--- src/rtl/stdmacro_dffe_pipe_pkg.sv ---
// Shared constants and helpers for the elastic DFF-with-enable pipeline macro.
package stdmacro_dffe_pipe_pkg;

    function automatic int unsigned cnt_width(input int unsigned depth);
        return unsigned'($clog2(depth + 1));
    endfunction

    // A stage can take a new beat if it is empty or its own beat moves on this cycle.
    function automatic logic stage_ready(input logic valid, input logic ready_next);
        return !valid || ready_next;
    endfunction

endpackage

--- src/rtl/stdmacro_dffe_pipe_if.sv ---
// Valid/ready/data handshake bundle used on both sides of the pipeline.
interface stdmacro_dffe_pipe_if #(
    parameter int unsigned DFF_WIDTH = 32
) ();
    logic                 valid;
    logic                 ready;
    logic [DFF_WIDTH-1:0] data;

    modport master (output valid, output data, input ready);
    modport slave  (input valid, input data, output ready);
endinterface

--- src/rtl/stdmacro_dffe_pipe_stage.sv ---
// One pipeline stage: valid flag plus payload register loaded only for real beats.
module stdmacro_dffe_pipe_stage #(
    parameter int unsigned          DFF_WIDTH   = 32,
    parameter logic [DFF_WIDTH-1:0] RESET_VALUE = '0
) (
    input  logic                 clk,
    input  logic                 aresetn,
    input  logic                 en,
    input  logic                 up_valid,
    input  logic [DFF_WIDTH-1:0] up_data,
    output logic                 v,
    output logic [DFF_WIDTH-1:0] d
);

    always_ff @(posedge clk or negedge aresetn) begin
        if (!aresetn) begin
            v <= 1'b0;
            d <= RESET_VALUE;
        end else if (en) begin
            v <= up_valid;
            // Bubbles leave the payload untouched.
            if (up_valid) begin
                d <= up_data;
            end
        end
    end

endmodule

--- src/rtl/stdmacro_dffe_pipe.sv ---
// Multi-stage elastic pipeline register: per-stage ready chain, bubble collapse,
// synchronous flush and a combinational occupancy count.
module stdmacro_dffe_pipe
    import stdmacro_dffe_pipe_pkg::*;
#(
    parameter int unsigned          DFF_WIDTH   = 32,
    parameter int unsigned          PIPE_DEPTH  = 2,
    parameter logic [DFF_WIDTH-1:0] RESET_VALUE = '0,
    parameter int unsigned          CNT_WIDTH   = cnt_width(PIPE_DEPTH)
) (
    input  logic                  clk,
    input  logic                  aresetn,
    input  logic                  flush,
    stdmacro_dffe_pipe_if.slave   in_bus,
    stdmacro_dffe_pipe_if.master  out_bus,
    output logic [CNT_WIDTH-1:0]  occupancy
);

    logic [PIPE_DEPTH-1:0]                v;
    logic [PIPE_DEPTH-1:0]                rdy;
    logic [PIPE_DEPTH-1:0]                en;
    logic [PIPE_DEPTH-1:0]                up_valid_raw;
    logic [PIPE_DEPTH-1:0]                up_valid;
    logic [PIPE_DEPTH-1:0][DFF_WIDTH-1:0] d;
    logic [PIPE_DEPTH-1:0][DFF_WIDTH-1:0] up_data;

    always_comb begin
        rdy = '0;
        rdy[PIPE_DEPTH-1] = stage_ready(v[PIPE_DEPTH-1], out_bus.ready);
        for (int i = int'(PIPE_DEPTH) - 2; i >= 0; i--) begin
            rdy[i] = stage_ready(v[i], rdy[i+1]);
        end
    end

    if (PIPE_DEPTH == 1) begin : g_single
        assign up_valid_raw = in_bus.valid;
        assign up_data      = in_bus.data;
    end else begin : g_multi
        assign up_valid_raw = {v[PIPE_DEPTH-2:0], in_bus.valid};
        assign up_data      = {d[PIPE_DEPTH-2:0], in_bus.data};
    end

    // Flush opens every enable with a zero valid, clearing all stages but keeping data.
    assign up_valid = up_valid_raw & ~{PIPE_DEPTH{flush}};
    assign en       = rdy | {PIPE_DEPTH{flush}};

    for (genvar i = 0; i < PIPE_DEPTH; i++) begin : g_stage
        stdmacro_dffe_pipe_stage #(
            .DFF_WIDTH   (DFF_WIDTH),
            .RESET_VALUE (RESET_VALUE)
        ) u_stage (
            .clk      (clk),
            .aresetn  (aresetn),
            .en       (en[i]),
            .up_valid (up_valid[i]),
            .up_data  (up_data[i]),
            .v        (v[i]),
            .d        (d[i])
        );
    end

    always_comb begin
        occupancy = '0;
        for (int i = 0; i < int'(PIPE_DEPTH); i++) begin
            occupancy = occupancy + CNT_WIDTH'(v[i]);
        end
    end

    assign in_bus.ready  = rdy[0] && !flush;
    assign out_bus.valid = v[PIPE_DEPTH-1] && !flush;
    assign out_bus.data  = d[PIPE_DEPTH-1];

endmodule

--- src/flat_wrapper.sv ---
// flat-port wrapper written by rule: the top's interface ports become plain ports
module stdmacro_dffe_pipe_flat import stdmacro_dffe_pipe_pkg::*;
#(
    parameter int unsigned          DFF_WIDTH   = 32,
    parameter int unsigned          PIPE_DEPTH  = 2,
    parameter logic [DFF_WIDTH-1:0] RESET_VALUE = '0,
    parameter int unsigned          CNT_WIDTH   = cnt_width(PIPE_DEPTH)
)
  (clk, aresetn, flush, occupancy, in_bus_valid, in_bus_data, in_bus_ready, out_bus_valid, out_bus_data, out_bus_ready);
  stdmacro_dffe_pipe_if #(.DFF_WIDTH(DFF_WIDTH)) in_bus_i ();
  stdmacro_dffe_pipe_if #(.DFF_WIDTH(DFF_WIDTH)) out_bus_i ();
  input  logic clk;
  input  logic aresetn;
  input  logic flush;
  output logic [CNT_WIDTH-1:0] occupancy;
  input wire logic [$bits(in_bus_i.valid)-1:0] in_bus_valid;
  input wire logic [$bits(in_bus_i.data)-1:0] in_bus_data;
  output wire logic [$bits(in_bus_i.ready)-1:0] in_bus_ready;
  output wire logic [$bits(out_bus_i.valid)-1:0] out_bus_valid;
  output wire logic [$bits(out_bus_i.data)-1:0] out_bus_data;
  input wire logic [$bits(out_bus_i.ready)-1:0] out_bus_ready;
  assign in_bus_i.valid = in_bus_valid;
  assign in_bus_i.data = in_bus_data;
  assign in_bus_ready = in_bus_i.ready;
  assign out_bus_valid = out_bus_i.valid;
  assign out_bus_data = out_bus_i.data;
  assign out_bus_i.ready = out_bus_ready;
  stdmacro_dffe_pipe #(.DFF_WIDTH(DFF_WIDTH), .PIPE_DEPTH(PIPE_DEPTH), .RESET_VALUE(RESET_VALUE), .CNT_WIDTH(CNT_WIDTH)) u_core (.clk(clk), .aresetn(aresetn), .flush(flush), .in_bus(in_bus_i), .out_bus(out_bus_i), .occupancy(occupancy));
endmodule
--- config.mk ---
export PLATFORM = sky130hd
export DESIGN_NAME = stdmacro_dffe_pipe_flat
export DESIGN_NICKNAME = d
export VERILOG_FILES = /design/src/rtl/stdmacro_dffe_pipe_pkg.sv /design/src/rtl/stdmacro_dffe_pipe_if.sv /design/src/rtl/stdmacro_dffe_pipe_stage.sv /design/src/rtl/stdmacro_dffe_pipe.sv /design/src/flat_wrapper.sv
export SDC_FILE = /design/constraint.sdc
export NUM_CORES = 1
export LEC_CHECK = 0
export CAP_MARGIN = 10
export CORE_MARGIN = 3
export CORE_UTILIZATION = 40
export DETAILED_ROUTE_END_ITERATION = 8
export PLACE_DENSITY_LB_ADDON = 0.08
export SYNTH_ARGS = -nofsm -noshare
export SYNTH_HDL_FRONTEND = slang
export SYNTH_SLANG_ARGS = --single-unit
--- constraint.sdc ---
create_clock -name clk -period 2.2 [get_ports clk]
set_input_delay 0.44 -clock clk [delete_from_list [all_inputs] [get_ports clk]]
set_output_delay 0.44 -clock clk [all_outputs]
set_load 0.02 [all_outputs]
# Yosys cells after proc, flatten, opt, wreduce, memory -nomap -nowiden
# Cells that the tools add are included.
word_totals:
  reg_bits: 66
  in_bits: 37
  out_inout_bits: 36
  wordCells: 17
classes:
  addsub: 1
  n_bitwise: 3
  reduce_logical: 9
ops:
  columns: ["cell", "count"]
  rows:
  - ["$reduce_and 2->1", 2]
  - ["$logic_not 1->1", 3]
  - ["$add 1x1->2", 1]
  - ["$and 2x2->2", 1]
  - ["$logic_and 1x1->1", 2]
  - ["$logic_or 1x1->1", 2]
  - ["$not 2->2", 1]
  - ["$or 2x2->2", 1]

# Logic depth before layout (Yosys ltp)
# Gate-level depths: netlist of run 1.
logic_depth:
  ltp_word: 5
  ltp_mapped: 5
  ltp_nobuf: 3

# By module
# Synthesis of run 1 repeated with hierarchy kept, for this count alone.
hier_totals:
  hier_cells: 150
  hier_area_um2: 2750.1
by_module_without_submodules:
  columns: ["mod", "instances", "cells_each", "area_per_inst_um2", "seq_area_each_um2"]
  rows:
  - ["stdmacro_dffe_pipe_stage", 2, 71, 1343.8, 825.8]
  - ["stdmacro_dffe_pipe", 1, 8, 62.6, 0.0]

# Worst setup path before layout of run 1
# Ideal clock, no wire load.
synth_timing:
  path_type: "input port to flip-flop"
  from: "input out_bus_ready"
  to: "register u_core.g_stage[0].u_stage.d[10]"
  setup_time_ps: 125
  arrival_time_ps: 1539
  t_required_ps: 2075
  setup_slack_ps: 536
  cell_stages: 5
  path_buffers: 2
  path_cell_list: "and3b_1 or3b_1 buf_2 buf_6 mux2_4"
synth_via:
  elab_chain_cells: 4
synth_lines:
  columns: ["item", "line_no", "text"]
  rows:
  - ["from (decl)", "flat_wrapper.sv:21", "input wire logic [$bits(out_bus_i.ready)-1:0] out_bus_ready;"]
  - ["$logic_or 1x1->1 (2 in a row)", "stdmacro_dffe_pipe_pkg.sv:10", "return !valid || ready_next;"]
  - ["$or 2x2->2", "stdmacro_dffe_pipe.sv:45", "assign en = rdy | {PIPE_DEPTH{flush}};"]
  - ["$reduce_and 2->1 (no source line)", null, null]
  - ["to (signal assigned)", "stdmacro_dffe_pipe_stage.sv:23", "d <= up_data;"]
  - ["to (decl)", "stdmacro_dffe_pipe_stage.sv:12", "output logic [DFF_WIDTH-1:0] d"]
# Every way passes these cells.
# A chain may end at the register's enable or synchronous reset.

# Worst setup path in the final report of run 1
layout_timing:
  from: "input flush"
  to: "output out_bus_valid"
layout_via:
  elab_chain_cells: 2
layout_lines:
  columns: ["item", "line_no", "text"]
  rows:
  - ["from (decl)", "flat_wrapper.sv:14", "input logic flush;"]
  - ["$logic_not 1->1", "stdmacro_dffe_pipe.sv:70", "assign out_bus.valid = v[PIPE_DEPTH-1] && !flush;"]
  - ["$logic_and 1x1->1", "stdmacro_dffe_pipe.sv:70", null]
  - ["to (decl)", "flat_wrapper.sv:19", "output wire logic [$bits(out_bus_i.valid)-1:0] out_bus_valid;"]
# Every way passes these cells.

==> results of run 1 <==
-- per-layer routing --
layer  vias up  global-route usage (%)  part of all wire [%]
met1       745                    16.1                    43
met3         7                    4.75                   6.4
li1        679                       -                     -
met4         0                    6.12                   1.5
met2        47                    21.8                    49
met5         -                       0                     0
-- placed cells by master, fill, tap and decap left out --
| cell | instances |
|---|---|
| clkdlybuf4s50_1 | 70 |
| dfrtp_1 | 66 |
| mux2_2 | 34 |
| mux2_4 | 30 |
| clkbuf_8 | 9 |
| nor2_1 | 3 |
| buf_12 | 3 |
| clkinv_2 | 2 |
| clkinvlp_4 | 2 |
| bufinv_16 | 2 |
| buf_4 | 2 |
| and3b_1 | 1 |
| nor2b_1 | 1 |
| nand2b_1 | 1 |
| nand3b_1 | 1 |
| or3b_2 | 1 |
| inv_1 | 1 |
| a21oi_1 | 1 |
| ha_1 | 1 |
| clkinv_4 | 1 |
| buf_2 | 1 |
| dlygate4sd2_1 | 1 |
-- repair_timing --
action                                  4_1_cts  5_1_grt
endpoints found under the setup margin        1        0
resized for setup                             1        0
setup buffers                                 0        0
-- critical path, stage by stage --
cell and delay, ns:
clkdlybuf4s50_1 0.48, nor2b_1 0.14, clkdlybuf4s50_1 0.61
-- area by class of cell --
class	count	share of cell area, %
flip-flops and latches	66	44.9
multi-input cells	74	24.4
repair buffers	77	21.4
clock buffers	9	3.36
well taps	96	3.26
clock inverters	7	2.55
inverters	1	0.102
-- power by group --
part	switching (W)	leakage (nW)	internal [W]	total, W
Combinational	0.000446	0.773	0.000638	0.00108
Sequential	0.000147	0.784	0.00149	0.00164
Clock	0.000463	0.105	0.000635	0.00110
-- logic make-up after synthesis --
logic type,synth area share [%]
and+or+nand+nor,1.71
buffers and inverters,10.5
AOI/OAI and AO/OA,0.176
DFF,58.0
muxes,29.2
adders and majority gates,0.439
-- worst paths after layout --
kind	slack, ns	end	start
min in group clk	0.51	u_core.g_stage[1].u_stage.d[22]$_DFFE_PN0P_	u_core.g_stage[1].u_stage.d[22]$_DFFE_PN0P_
max reg2reg	0.42	u_core.g_stage[0].u_stage.d[7]$_DFFE_PN0P_	u_core.g_stage[0].u_stage.v$_DFFE_PN0P_
max in group asynchronous	1.35	u_core.g_stage[1].u_stage.d[18]$_DFFE_PN0P_	aresetn
max	0.09	out_bus_valid	flush
min	0.08	u_core.g_stage[1].u_stage.d[2]$_DFFE_PN0P_	aresetn
min reg2reg	0.51	u_core.g_stage[1].u_stage.d[22]$_DFFE_PN0P_	u_core.g_stage[1].u_stage.d[22]$_DFFE_PN0P_
-- flip-flops by register name (all words and copies together), names as in the netlist --
| register | count |
|---|---|
| u_core.g_stage.u_stage.d | 64 |
| u_core.g_stage.u_stage.v | 2 |
-- through the flow --
stage               power [W]  hold WS (ns)  cells  worst slack (ns)
floorplan             0.00246         0.144    180             0.536
global placement      0.00272         0.425    314           -0.0375
finish                0.00382        0.0799    330            0.0872
CTS                   0.00388        0.0878    330            0.0813
detailed placement    0.00276         0.445    314           -0.0670
global route          0.00401         0.107    330            0.0436
==> impl_metrics.tcl, run 1 <==
set metrics [dict create \
    status "finished clean" \
    drt-pass1-iter-count 4 \
    synth.cells.most_frequent "66 x dfrtp_1, 34 x mux2_2, 32 x buf_4, 30 x mux2_4, 4 x buf_2" \
    htree_levels 3 \
    fmax_mhz 473 \
    fin_tns_setup_ns 0 \
    die_area_um2 8170 \
    vias 1478 \
    routed_wire_length_um 5090 \
    worst_hold_path_type "input pin to asynchronous set/reset pin" \
    io_buffer_count 72 \
    chip_width_um 90.4 \
    netlist.top_cell.by_area "dfrtp_1" \
    timing.final.max_slew_violations 0 \
    timing.max_cap.violations 0 \
    fp.coreArea_um2 6830 \
    grt_pass1_wl_um 8550 \
    grt_remaining_overflow 0 \
    cts.reportedPaths.clkPinSlew_ns 0.07 \
    fin_nets 267 \
    post-route-period-util_pct 96.0 \
    grt_max_degree 33 \
    route.detailed.drc 0 \
    finalClockSkew_ns 0.00692 \
    placed_instance_area_um2 3470 \
    final.fill_count 571 \
    report.final.setup_viol 0 \
    track_usage_pct 13.5 \
    synth_top_cells_by_area "dfrtp_1 58%, mux2_4 16%, mux2_2 13%" \
    ys_types 15 \
    critical_path.startpoint_type "input pin" \
    die_height_um 90.4 \
    clock_insertion_delay_worst_skew_ns 0.33 \
    grt_antenna_before_repair 0 \
    syn-num-nets 218 \
    worst_ep_arrival_time_ns 1.67 \
    final_core_util_pct 53.9 \
    postSynth.asyncResetShare_pct 100 \
    synth_seq_cells 66 \
    endpoint_kind "output port" \
    worst_r2r_path_depth 4 \
    tritoncts.num_buffers 9 \
    clock_path_buffers 2 \
    vdd.ir_drop.worst_v 0.000340 \
    route.detailed.wl_per_inst_um 15.4 \
    detailedPlacementHpwl_um 3580 \
    synth.most_common_cell "dfrtp_1" \
    power_per_cell_area_nw_per_um2 1040 \
    dr.first_iter.drc_count 38 \
    power.leakage_nw 1.66 \
    headroom_to_the_max_slew_limit_pct 65.6 \
    postCtsHoldBufs 0 \
    yosys_warnings 0 \
    yosys.area.top_type_share_pct 58.0 \
    syn_to_final_growth_pct 29.2 \
    rsz_0062_raised_after_global_routing "false" \
    period_minus_slack_ns 2.11 \
    synth_ff_type "dfrtp_1" \
    timing_worst_slew_pin_value_ns 0.517 \
    synth-edff-count 0 \
    synthesis.area_um2 2850 \
    cts_root_buffer "clkbuf_8" \
    antenna_violating_nets_post_route 0 \
    data_required_time_of_the_worst_path_ns 1.76 \
    seq_area_frac_synth_pct 58.0 \
    clock_sink_count 66 \
    tritoncts "built" \
    initial_utilization_pct 41.7 \
    drive_above_1_share_pct 37.2 \
    fp-row-count 30 \
    post_synthesis_area_per_instance_um2 15.8 \
    multi_input_comb_area_um2 900 \
    path_max_fanout 6 \
    fin_area_um2 3680 \
    setup.worst_path.class "input pin to output port" \
    gp_routability_congestion 0.790 \
    final-seq-area_um2 1650 \
    antenna_cells 0 \
    vias_per_instance 4.48 \
    grt_pass1_vias 1650 \
    syn_inst 180 \
    finalHoldViolCount 0 \
    pin_count 73 \
]
No activity file was read; power rests on OpenSTA's default activity.
==> inputs of run 2 (changes only) <==
--- a/config.mk
+++ b/config.mk
@@ -5,7 +5,7 @@
 export SDC_FILE = /design/constraint.sdc
 export NUM_CORES = 1
 export LEC_CHECK = 0
-export CAP_MARGIN = 10
+export CAP_MARGIN = 20
 export CORE_MARGIN = 3
 export CORE_UTILIZATION = 40
 export DETAILED_ROUTE_END_ITERATION = 8
==> results of run 2 <==
Same layout as run 1: the final DEF is identical, and so are final timing and power.
